File: src/rtl/core_pkg.sv
// Shared core datapath types used by the vector load path.
package core_pkg;

    localparam int unsigned VrfDataWidth    = 64;
    localparam int unsigned VlenWidth       = 16;
    localparam int unsigned InsnIdWidth     = 4;
    localparam int unsigned PackerBeatWidth = 32;

    typedef logic [VrfDataWidth-1:0] vrf_data_t;
    typedef logic [VlenWidth-1:0]    vlen_t;
    typedef logic [InsnIdWidth-1:0]  insn_id_t;

endpackage

File: src/rtl/vlu_load_packer_pkg.sv
// Local types and helpers for the VLU load-data packer.
package vlu_load_packer_pkg;

    typedef enum logic [1:0] {StIdle, StPack, StZero} packer_state_e;

    // Beat index needs at least one bit even when one beat fills a word.
    function automatic int unsigned idx_width(input int unsigned ratio);
        return (ratio > 1) ? $clog2(ratio) : 1;
    endfunction

endpackage

File: src/rtl/vlu_beat_masker.sv
// Zeroes every byte of a memory beat whose position is at or beyond the remaining byte count.
module vlu_beat_masker #(
    parameter int unsigned BeatWidth = 32,
    parameter int unsigned VlenW     = 16
) (
    input  logic [BeatWidth-1:0] i_beat,
    input  logic [VlenW-1:0]     i_bytes_left,
    output logic [BeatWidth-1:0] o_beat
);

    localparam int unsigned BeatBytes = BeatWidth / 8;

    always_comb begin
        o_beat = '0;
        for (int unsigned b = 0; b < BeatBytes; b++) begin
            if (i_bytes_left > VlenW'(b)) begin
                o_beat[b*8 +: 8] = i_beat[b*8 +: 8];
            end
        end
    end

endmodule

File: src/rtl/vlu_load_packer.sv
// Packs narrow memory beats little-endian into VRF words for the VLU load-operand port.
// Optional stall counter output enabled by defining VLU_LOAD_PACKER_PERF_EN.
module vlu_load_packer
    import core_pkg::*;
    import vlu_load_packer_pkg::*;
#(
    parameter int unsigned BeatWidth = PackerBeatWidth,
    parameter int unsigned DataWidth = $bits(vrf_data_t)
) (
    input  logic                  clk_i,
    input  logic                  rst_ni,
    input  logic                  req_valid_i,
    output logic                  req_ready_o,
    input  vlen_t                 req_vlB_i,
    input  insn_id_t              req_insn_id_i,
    input  logic                  beat_valid_i,
    output logic                  beat_ready_o,
    input  logic [BeatWidth-1:0]  beat_data_i,
    output logic                  load_op_valid_o,
    input  logic                  load_op_ready_i,
    output logic [DataWidth-1:0]  load_op_o,
    output logic                  done_o,
    output insn_id_t              done_insn_id_o
`ifdef VLU_LOAD_PACKER_PERF_EN
    ,
    output logic [31:0]           stall_cnt_o
`endif
);

    localparam int unsigned BeatBytes = BeatWidth / 8;
    localparam int unsigned Ratio     = DataWidth / BeatWidth;
    localparam int unsigned IdxW      = idx_width(Ratio);
    localparam int unsigned VlenW     = $bits(vlen_t);
    localparam int unsigned ShiftB    = $clog2(BeatBytes);

    packer_state_e        r_state;
    logic                 r_req_ready;
    insn_id_t             r_insn_id;
    vlen_t                r_beats_left;
    vlen_t                r_bytes_left;
    logic [IdxW-1:0]      r_beat_idx;
    logic [DataWidth-1:0] r_asm;
    logic [DataWidth-1:0] r_out;
    logic                 r_out_valid;

    logic [BeatWidth-1:0] w_beat_masked;
    logic [DataWidth-1:0] w_beat_placed;
    logic [DataWidth-1:0] w_word;
    logic [VlenW:0]       w_beats_ceil;
    logic                 w_beat_fire;
    logic                 w_word_done;
    logic                 w_out_fire;
    logic                 w_last_out;

    vlu_beat_masker #(
        .BeatWidth (BeatWidth),
        .VlenW     (VlenW)
    ) u_masker (
        .i_beat       (beat_data_i),
        .i_bytes_left (r_bytes_left),
        .o_beat       (w_beat_masked)
    );

    // One extra bit so the largest vlB cannot wrap before the shift.
    assign w_beats_ceil = ({1'b0, req_vlB_i} + (VlenW + 1)'(BeatBytes - 1)) >> ShiftB;

    assign w_out_fire    = r_out_valid && load_op_ready_i;
    assign beat_ready_o  = (r_state == StPack) && (r_beats_left != '0)
                           && (!r_out_valid || load_op_ready_i);
    assign w_beat_fire   = beat_valid_i && beat_ready_o;
    assign w_word_done   = w_beat_fire
                           && ((r_beat_idx == IdxW'(Ratio - 1)) || (r_beats_left == VlenW'(1)));
    assign w_beat_placed = DataWidth'(w_beat_masked) << (r_beat_idx * BeatWidth);
    assign w_word        = r_asm | w_beat_placed;

    // Once all beats are in, the output register necessarily holds the final word.
    assign w_last_out     = (r_state == StPack) && (r_beats_left == '0) && w_out_fire;
    assign done_o         = (r_state == StZero) || w_last_out;
    assign done_insn_id_o = done_o ? r_insn_id : '0;

    assign req_ready_o     = r_req_ready;
    assign load_op_valid_o = r_out_valid;
    assign load_op_o       = r_out;

    always_ff @(posedge clk_i or negedge rst_ni) begin
        if (!rst_ni) begin
            r_state      <= StIdle;
            r_req_ready  <= 1'b0;
            r_insn_id    <= '0;
            r_beats_left <= '0;
            r_bytes_left <= '0;
            r_beat_idx   <= '0;
            r_asm        <= '0;
            r_out        <= '0;
            r_out_valid  <= 1'b0;
        end else begin
            case (r_state)
                StIdle: begin
                    if (req_valid_i && r_req_ready) begin
                        r_insn_id    <= req_insn_id_i;
                        r_beats_left <= w_beats_ceil[VlenW-1:0];
                        r_bytes_left <= req_vlB_i;
                        r_beat_idx   <= '0;
                        r_asm        <= '0;
                        r_req_ready  <= 1'b0;
                        r_state      <= (req_vlB_i != '0) ? StPack : StZero;
                    end else begin
                        r_req_ready <= 1'b1;
                    end
                end
                StZero: begin
                    r_state     <= StIdle;
                    r_req_ready <= 1'b1;
                end
                StPack: begin
                    if (w_beat_fire) begin
                        r_beats_left <= r_beats_left - VlenW'(1);
                        r_bytes_left <= (r_bytes_left > VlenW'(BeatBytes))
                                        ? r_bytes_left - VlenW'(BeatBytes) : '0;
                        if (w_word_done) begin
                            r_asm      <= '0;
                            r_beat_idx <= '0;
                        end else begin
                            r_asm      <= w_word;
                            r_beat_idx <= r_beat_idx + 1'b1;
                        end
                    end
                    if (w_word_done) begin
                        r_out       <= w_word;
                        r_out_valid <= 1'b1;
                    end else if (w_out_fire) begin
                        r_out_valid <= 1'b0;
                    end
                    if (w_last_out) begin
                        r_state     <= StIdle;
                        r_req_ready <= 1'b1;
                    end
                end
                default: r_state <= StIdle;
            endcase
        end
    end

`ifdef VLU_LOAD_PACKER_PERF_EN
    logic [31:0] r_stall_cnt;

    always_ff @(posedge clk_i or negedge rst_ni) begin
        if (!rst_ni) begin
            r_stall_cnt <= '0;
        end else if ((r_state == StPack) && r_out_valid && !load_op_ready_i
                     && (r_stall_cnt != '1)) begin
            r_stall_cnt <= r_stall_cnt + 32'd1;
        end
    end

    assign stall_cnt_o = r_stall_cnt;
`endif

endmodule

File: config.mk
export PLATFORM = sky130hd
export DESIGN_NAME = vlu_load_packer
export DESIGN_NICKNAME = d
export VERILOG_FILES = /design/src/rtl/core_pkg.sv /design/src/rtl/vlu_load_packer_pkg.sv /design/src/rtl/vlu_beat_masker.sv /design/src/rtl/vlu_load_packer.sv
export SDC_FILE = /design/constraint.sdc
export NUM_CORES = 1
export LEC_CHECK = 0
export CAP_MARGIN = 10
export CORE_MARGIN = 8
export CORE_UTILIZATION = 50
export DETAILED_ROUTE_END_ITERATION = 8
export GPL_ROUTABILITY_DRIVEN = 0
export PLACE_DENSITY = 0.72
export RECOVER_POWER = 25
export SYNTH_ARGS = -nofsm -noshare
export SYNTH_HDL_FRONTEND = slang
export SYNTH_HIERARCHICAL = 1
export SYNTH_SLANG_ARGS = --single-unit
File: constraint.sdc
create_clock -name clk_i -period 3.4 [get_ports clk_i]
set_clock_uncertainty 0.1 [all_clocks]
set_input_delay 0.68 -clock clk_i [delete_from_list [all_inputs] [get_ports clk_i]]
set_output_delay 0.68 -clock clk_i [all_outputs]
set_load 0.02 [all_outputs]
After elaboration in Yosys (flattened, before gate mapping)
Index checks and enable logic that the tools add are counted.
{ "word_totals": {"register_bits": 169, "input_bits": 57, "out_inout_bits": 72, "wordCells": 80} }
{ "classes": {"add_sub_neg": 4, "n_lt_le_gt_ge": 5, "n_eq_ne": 6, "n_shift": 1, "mux": 29, "bitwise_logic": 1, "n_reduce_logical": 25} }
{ "ops": {"columns": ["operator", "count"], "rows": [
  ["2-to-1 mux 64 bit", 3],
  ["one-hot mux 64 bit (2 select lines)", 1],
  ["2-to-1 mux 16 bit", 5],
  ["OR 64 bit", 1],
  ["one-hot mux 16 bit (2 select lines)", 2],
  ["left shift 32 x 6 -> 64 bit", 1],
  ["> comparator 16 x 1 -> 1 bit (second input constant)", 2],
  ["> comparator 16 x 2 -> 1 bit (second input constant)", 2],
  ["2-to-1 mux 8 bit", 4],
  ["nonzero test 16 bit", 2],
  ["adder 16 x 2 -> 17 bit (second input constant)", 1],
  ["== test 16 x 1 -> 1 bit (second input constant)", 1],
  ["> comparator 16 x 3 -> 1 bit (second input constant)", 1],
  ["zero test 16 bit", 1],
  ["subtractor 16 x 1 -> 16 bit (second input constant)", 1],
  ["subtractor 16 x 3 -> 16 bit (second input constant)", 1],
  ["AND reduction 2 bit", 5],
  ["logical AND 1 bit", 8],
  ["2-to-1 mux 1 bit", 7],
  ["2-to-1 mux 2 bit", 3],
  ["inequality test 2 bit (second input constant)", 3],
  ["2-to-1 mux 4 bit", 1],
  ["one-hot mux 2 bit (2 select lines)", 1],
  ["nonzero test 2 bit", 2],
  ["10 further kinds", 12]
]} }

Logic depth before layout (Yosys ltp)
Gate-level depths: netlist (run 1).
{ "depth": {"ltp_word": 8, "mapped_depth": 12, "depth_no_buf": 8} }

By module
The synthesis (run 1) kept the hierarchy.
{ "by_module_without_submodules": {"columns": ["module", "n_inst", "cells_per_inst", "area_per_inst_um2", "seq_area_each_um2"], "rows": [
  ["vlu_load_packer", 1, 830, 7654.8, 4229.1],
  ["vlu_beat_masker", 1, 80, 594.3, 0.0]
]} }

Worst setup path before layout (run 1)
No wires, ideal clock.
{ "synth_path": {"path_type": "reg-to-output", "startpoint": "register r_beats_left[6]", "endpoint": "output done_insn_id_o[0]", "arrival_ps": 1711, "t_required_ps": 2620, "path_slack_ps": 909, "path_stages_with_launch": 6, "n_path_buf": 0, "cell_sequence": "dfrtp_1 > nor4_2 > and4_1 > and3_1 > a41oi_1 > nor2b_1"} }
{ "synth_via": {"elab_chain_len": 5} }
{ "synth_lines": {"columns": ["element", "line", "text"], "rows": [
  ["from (decl)", "vlu_load_packer.sv:39", "vlen_t r_beats_left;"],
  ["from (signal assigned)", "vlu_load_packer.sv:101", "r_beats_left <= w_beats_ceil[VlenW-1:0];"],
  ["from (signal assigned)", "vlu_load_packer.sv:117", "r_beats_left <= r_beats_left - VlenW'(1);"],
  ["zero test 16 bit", "vlu_load_packer.sv:77", "assign w_last_out = (r_state == StPack) && (r_beats_left == '0) && w_out_fire;"],
  ["logical AND 1 bit (2 in series)", "vlu_load_packer.sv:77", null],
  ["logical OR 1 bit", "vlu_load_packer.sv:78", "assign done_o = (r_state == StZero) || w_last_out;"],
  ["2-to-1 mux 4 bit", "vlu_load_packer.sv:79", "assign done_insn_id_o = done_o ? r_insn_id : '0;"],
  ["to (decl)", "vlu_load_packer.sv:23", "output insn_id_t done_insn_id_o"]
]} }
Every way passes these cells.

Worst setup path in the final report (run 1)
{ "layout_path": {"startpoint": "register r_beats_left[4]", "endpoint": "output done_insn_id_o[2]"} }
Same word-level chain as after synthesis.

==> flow_summary.yaml, run 1 <==
global_route:
  grt_start_max_net_pins: 81
  grt_pass1_vias: 7116
  antenna_found_initial: 0
  grt_overflow: 0
  grt_pass1_wl_mm: 36.54
  grt_usage_pct: 22.08
clock_network:
  cts_buffer_depth: 2
  cts_buffers: 17
  cts.sinks: 169
  cts-root-buf: "clkbuf_16"
  postCtsSetupRepairBufs: 0
  clkTransAtPathRegs_ns: 0.07
  htreeDepth: 4
  cts_tree: "done"
  clk_latency_ns: 0.42
timing:
  slew_violations: 81
  min_period_over_period_pct: 94.76
  post-route-min-period_ns: 3.222
  finalSetupTns_ns: 0
  setup_viol: 0
  fmax_mhz: 310.4
  timing.final.hold_violations: 0
  rsz0062_at_grt: "no"
  tightest_slew_ns: 2.071
  slew-limit-headroom_pct: -38.06
floorplan:
  die-width_um: 144.4
  dieArea_um2: 20860
  rows: 47
  core_area_um2: 16350
  start_util_pct: 50.46
  die_y_um: 144.4
  boundaryPins: 129
synthesis:
  netlist_area_um2: 8249
  synth.avg_cell_area_um2: 9.065
  yosysWarningCount: 6
  synthMuxAreaShare_pct: 1.168
  synth-simple-area-share_pct: 16.40
  yosysUniqueCellTypes: 53
  async_reset_ff_share_pct: 100.0
  synthXorXnorAreaFrac_pct: 1.168
  synth_top_area_share_pct: 51.27
  synth.largest_area_cell: "dfrtp_1"
  ys_ff_latch: 169
  synth_most_common_cell: "dfrtp_1"
  synth_compound_area_share_pct: 22.78
  synthCells: 910
  synth_top_family_by_area: "compound AO/OA/AOI/OAI gates"
  synth_fa_ha_area_share_pct: 1.365
  ys_top_cells_by_count: "dfrtp_1, a21oi_1, nand2_1, o21ai_0, nor2_1"
  synth_edf_count: 0
  synth_seq_area_share_pct: 51.27
  syn-num-nets: 976
  synth_flop_cell: "dfrtp_1"
  synthTopCellsByArea: "dfrtp_1, a21oi_1, o21ai_0"
worst_setup_path:
  cpLargestDelayFamily: "simple AND/OR/NAND/NOR gates"
  crit_slowest_cell: "dfrtp_1"
  critical_path_required_ns: 2.62
  path_max_fanout: 8
  cp.depth: 6
  crit_buf_inv: 1
  critical_path_class: "reg2out"
  worstPathCellList: "nor4_4, and4_2, and3_1, a41oi_1, nor2b_1, clkdlybuf4s15_1"
  reg2regPathDepth: 9
  end_kind: "output port"
  critPathMaxStageDelay_ns: 0.48
  arrival_ns: 2.44
  startpoint_type: "flip-flop"
status:
  failed_checks: "max-capacitance violations, max-slew violations"
  run_status: "finished, violations left"
route:
  via_count: 7305
  wirelength_mm: 22.46
  drc_errors: 0
  via_per_inst: 5.807
  ant_nets: 0
  drt_iter0_markers: 682
  drt-pass1-iter-count: 5
  wl_per_cell_um: 17.85
placed_design:
  dp_hpwl_mm: 15.13
  placed_cell_area_um2: 9766
  io_buffers: 128
job:
  cap_viol_max_count: 1
finish:
  area_delta_synth_final_pct: 26.63
  num-nets-final: 1091
  fill_cells: 1415
  drive_gt1_share_pct: 7.803
  diodes: 0
  final_cell_area_um2: 10450
pwr:
  cellLeakagePower_nw: 4.540
  cellPowerDensity_nw_per_um2: 996.6
  ir_worst_vdd_v: 0.0006146
  power_mw: 10.41
worst_hold_path:
  holdCritPathClass: "reg2reg"
  hold_depth: 2
-- per-layer routing --
layer  vias up  global-route usage [%]  routed length (um)  share of wire, %
met1      3545                   29.35                9774                44
met4         0                   7.667                 363               1.6
met5         -                       0                   0                 0
met2       254                   35.29               10850                48
li1       3476                       -                   -                 -
met3        30                   4.424                1466               6.5
-- state kept, by name, summed over array words and instances (netlist names) --
| signal | cells |
|---|---|
| r_bytes_left | 16 |
| r_insn_id | 4 |
| load_op_valid_o | 1 |
| req_ready_o | 1 |
| load_op_o | 64 |
| r_state | 2 |
| r_asm | 64 |
| r_beat_idx | 1 |
| r_beats_left | 16 |
-- worst reg2reg max path: cells and delay by family, from the launching register on --
kind            cells  cell delay [ns]
simple gates        2             0.51
compound gates      3             0.79
fa+ha+maj           1             0.20
flops               1             0.41
buf+inv             3             0.64
-- per-stage QoR --
step / worst slack [ns] / std cells / utilization [%] / hold WS, ns
after floorplan: 0.9091 / 910 / - / 0.2844
after global placement: 0.3164 / 1226 / 59.74 / 0.3601
after detailed placement: 0.2335 / 1226 / 59.74 / 0.3691
after CTS: 0.09431 / 1258 / 64.06 / 0.2148
after global routing: 0.006416 / 1258 / 63.90 / 0.4034
final: 0.1781 / 1258 / 63.90 / 0.3780
-- what timing repair did --
| item | in CTS | in global routing |
|---|---|---|
| pin swaps | 1 | 0 |
| hold buffers | 0 | 0 |
| endpoints found under the setup margin | 5 | 4 |
| gates resized for setup | 6 | 7 |
-- cell families after synthesis --
logic type | Yosys count
adders and majority gates | 9
xor gates and xnor gates | 11
and+or+nand+nor | 284
muxes | 9
DFF | 169
buffers and inverters | 105
AOI/OAI and AO/OA | 323
-- layout by cell type, fill, tap and decap left out, drive strengths merged, types with 3 or more instances in the layout --
cell,n
a21o,4
a21oi,152
a22o,4
a22oi,6
a31oi,4
a41oi,33
and4,3
buf,23
bufinv,7
clkbuf,23
clkdlybuf4s50,122
clkinv,4
dfrtp,169
ha,9
inv,50
mux2,5
mux2i,4
nand2,104
nand2b,4
nand3,18
nand4,11
nor2,92
nor2b,4
nor3,19
nor4,17
o211ai,6
o21ai,95
o2bb2ai,4
or3,4
or4,3
xnor2,10
-- power breakdown --
part           leakage (nW)  internal, mW  switching (mW)
clock                 0.343          1.48           0.816
combinational          2.04          1.77            2.70
sequential             2.16          2.92           0.726
total                  4.54          6.17            4.24
-- final timing paths --
kind,startpoint,slack [ns],endpoint
worst min-delay path,load_op_o[60],0.38,load_op_o[60]
min in group asynchronous,rst_ni,0.72,r_beats_left[4]
worst max register to register,r_state[1],0.70,r_beats_left[13]
worst min register to register,load_op_o[60],0.38,load_op_o[60]
max in group asynchronous,rst_ni,0.64,r_bytes_left[4]
worst max-delay path,r_beats_left[4],0.18,done_insn_id_o[2]
-- layout make-up --
cell class	count	area [um^2]	area share, %
Sequential cell	169	4229	40.48
Multi-Input combinational cell	636	3571	34.18
Timing Repair Buffer	153	1486	14.23
Clock buffer	18	439.2	4.204
Tap cell	220	275.3	2.635
Clock inverter	14	265.3	2.539
Inverter	48	180.2	1.725
Power figures use the tool's default switching activity.
==> inputs of run 2 (changes only) <==
==> constraint.sdc (replaced) <==
create_clock -name clk_i -period 4.15 [get_ports clk_i]
set_clock_uncertainty 0.1 [all_clocks]
set_input_delay 0.83 -clock clk_i [delete_from_list [all_inputs] [get_ports clk_i]]
set_output_delay 0.83 -clock clk_i [all_outputs]
set_load 0.02 [all_outputs]
==> flow_summary.yaml, run 2 (synthesis gave the netlist of run 1 again) <==
status:
  run_status: "finished, violations left"
  failed_checks: "max-capacitance violations, max-slew violations"
pwr:
  switchingPower_mw: 3.447
  combPwrFrac_pct: 43.5
  cellPowerDensity_nw_per_um2: 798.4
  seq_power_share_pct: 36.3
  pwr-share-clk_pct: 20.2
  ir_worst_vdd_v: 0.0004255
  power_mw: 8.218
  internal-power_mw: 4.771
  cellLeakagePower_nw: 4.446
  switching_share_pct: 41.95
finish:
  drive_gt1_share_pct: 6.887
  fill_cells: 1445
  num-nets-final: 1084
  final_common_cell: "dfrtp_1"
  area_delta_synth_final_pct: 24.78
  layout_common_cells: "dfrtp_1, a21oi_1, clkdlybuf4s50_1"
route:
  wirelength_mm: 22.31
  drt_iter0_markers: 582
  via_count: 7228
  wl_per_cell_um: 17.82
  via_per_inst: 5.773
  drt-pass1-iter-count: 5
  ant_nets: 0
  drc_errors: 0
floorplan:
  die_y_um: 144.4
  rows: 47
  die-width_um: 144.4
  boundaryPins: 129
  core_area_um2: 16350
  start_util_pct: 50.46
  dieArea_um2: 20860
clock_network:
  cts_tree: "done"
  cts.sinks: 169
  postCtsHoldBufs: 0
  cts_buffer_depth: 2
  clkTransAtPathRegs_ns: 0.07
  htreeDepth: 4
  postCtsSetupRepairBufs: 0
  cts_resized: 0
  cts_buffers: 17
  clk_latency_ns: 0.43
  cts-root-buf: "clkbuf_16"
global_route:
  grt_usage_pct: 21.95
  grt_pass1_vias: 6941
  grt_overflow: 0
  grt_pass1_wl_mm: 36.19
  grt_start_max_net_pins: 75
  antenna_found_initial: 0
placed_design:
  dp_hpwl_mm: 15.14
  io_buffers: 128
timing:
  fmax_mhz: 265.6
  post-route-min-period_ns: 3.765
  setup_viol: 0
  slew_violations: 64
  slew-limit-headroom_pct: -97.28
  finalSetupTns_ns: 0
  tightest_slew_ns: 2.959
  min_period_over_period_pct: 90.72
  timing.final.hold_violations: 0
  rsz0062_at_grt: "no"
worst_setup_path:
  path_max_fanout: 8
  crit_buf_inv: 1
  critical_path_class: "reg2out"
  critical_path_required_ns: 3.22
  end_kind: "output port"
  r2r_slack_ns: 1.27
  crit_slowest_cell: "clkdlybuf4s50_1"
  arrival_ns: 2.84
  critPathMaxStageDelay_ns: 0.62
  worstPathCellList: "nor4_2, and4_1, and3_1, a41oi_1, nor2b_1, clkdlybuf4s50_1"
  cpLargestDelayFamily: "simple AND/OR/NAND/NOR gates"
  startpoint_type: "flip-flop"
worst_hold_path:
  holdCritPathClass: "reg2reg"
job:
  cap_viol_max_count: 1
-- run 2: power by group through the flow --
stage | combinational [mW] | sequential [mW] | clock [mW]
3_3_place_gp | 3.51 | 2.97 | 0
3_5_place_dp | 3.57 | 3.00 | 0
5_1_grt | 3.95 | 3.09 | 1.74
2_1_floorplan | 2.05 | 3.20 | 0
4_1_cts | 3.59 | 2.98 | 1.68
6_report | 3.58 | 2.99 | 1.66
-- run 2: tightest hold or removal path, cell delays in order, from the launching register on --
cell and delay, ns:
dfrtp_1 0.34, nand2_1 0.04, o21ai_0 0.06
-- run 2: per-layer routing --
metal	global-route usage [%]	vias to the layer above	part of all wire (%)
met5	0	-	0
met4	7.338	0	1.6
met3	4.622	28	6.9
met2	34.70	242	48
met1	29.44	3500	43
li1	-	3458	-
-- run 2: through the flow --
| step | instances | hold WS, ns | instance area, um^2 | setup WS (ns) | util [%] |
|---|---|---|---|---|---|
| after global routing | 1251 | 0.3977 | 10290 | 0.1331 | 62.95 |
| after global placement | 1219 | 0.3604 | 9676 | 0.8853 | 59.18 |
| after detailed placement | 1219 | 0.3691 | 9676 | 0.8489 | 59.18 |
| after CTS | 1251 | 0.3066 | 10290 | 0.3673 | 62.96 |
| after floorplan | 910 | 0.3568 | 8249 | 1.509 | - |
| final | 1252 | 0.3757 | 10290 | 0.3850 | 62.96 |
-- run 2: cell type report --
cell class | count | area (um^2) | share of cell area [%]
Clock buffer | 19 | 452.9 | 4.400
Antenna cell | 1 | 2.502 | 0.02431
Timing Repair Buffer | 146 | 1428 | 13.87
Inverter | 48 | 180.2 | 1.750
Sequential cell | 169 | 4229 | 41.08
Multi-Input combinational cell | 636 | 3561 | 34.59
Tap cell | 220 | 275.3 | 2.674
Clock inverter | 13 | 165.2 | 1.604
-- run 2: final timing paths --
check | start | to | cells after the start
max reg2reg | r_state[1] | r_beats_left[12] | 10
max | r_beats_left[4] | done_insn_id_o[1] | 6
max in group asynchronous | rst_ni | r_asm[43] | 2
min reg2reg | load_op_o[48] | load_op_o[48] | 2
min | load_op_o[48] | load_op_o[48] | 2
min in group asynchronous | rst_ni | r_beats_left[5] | 1
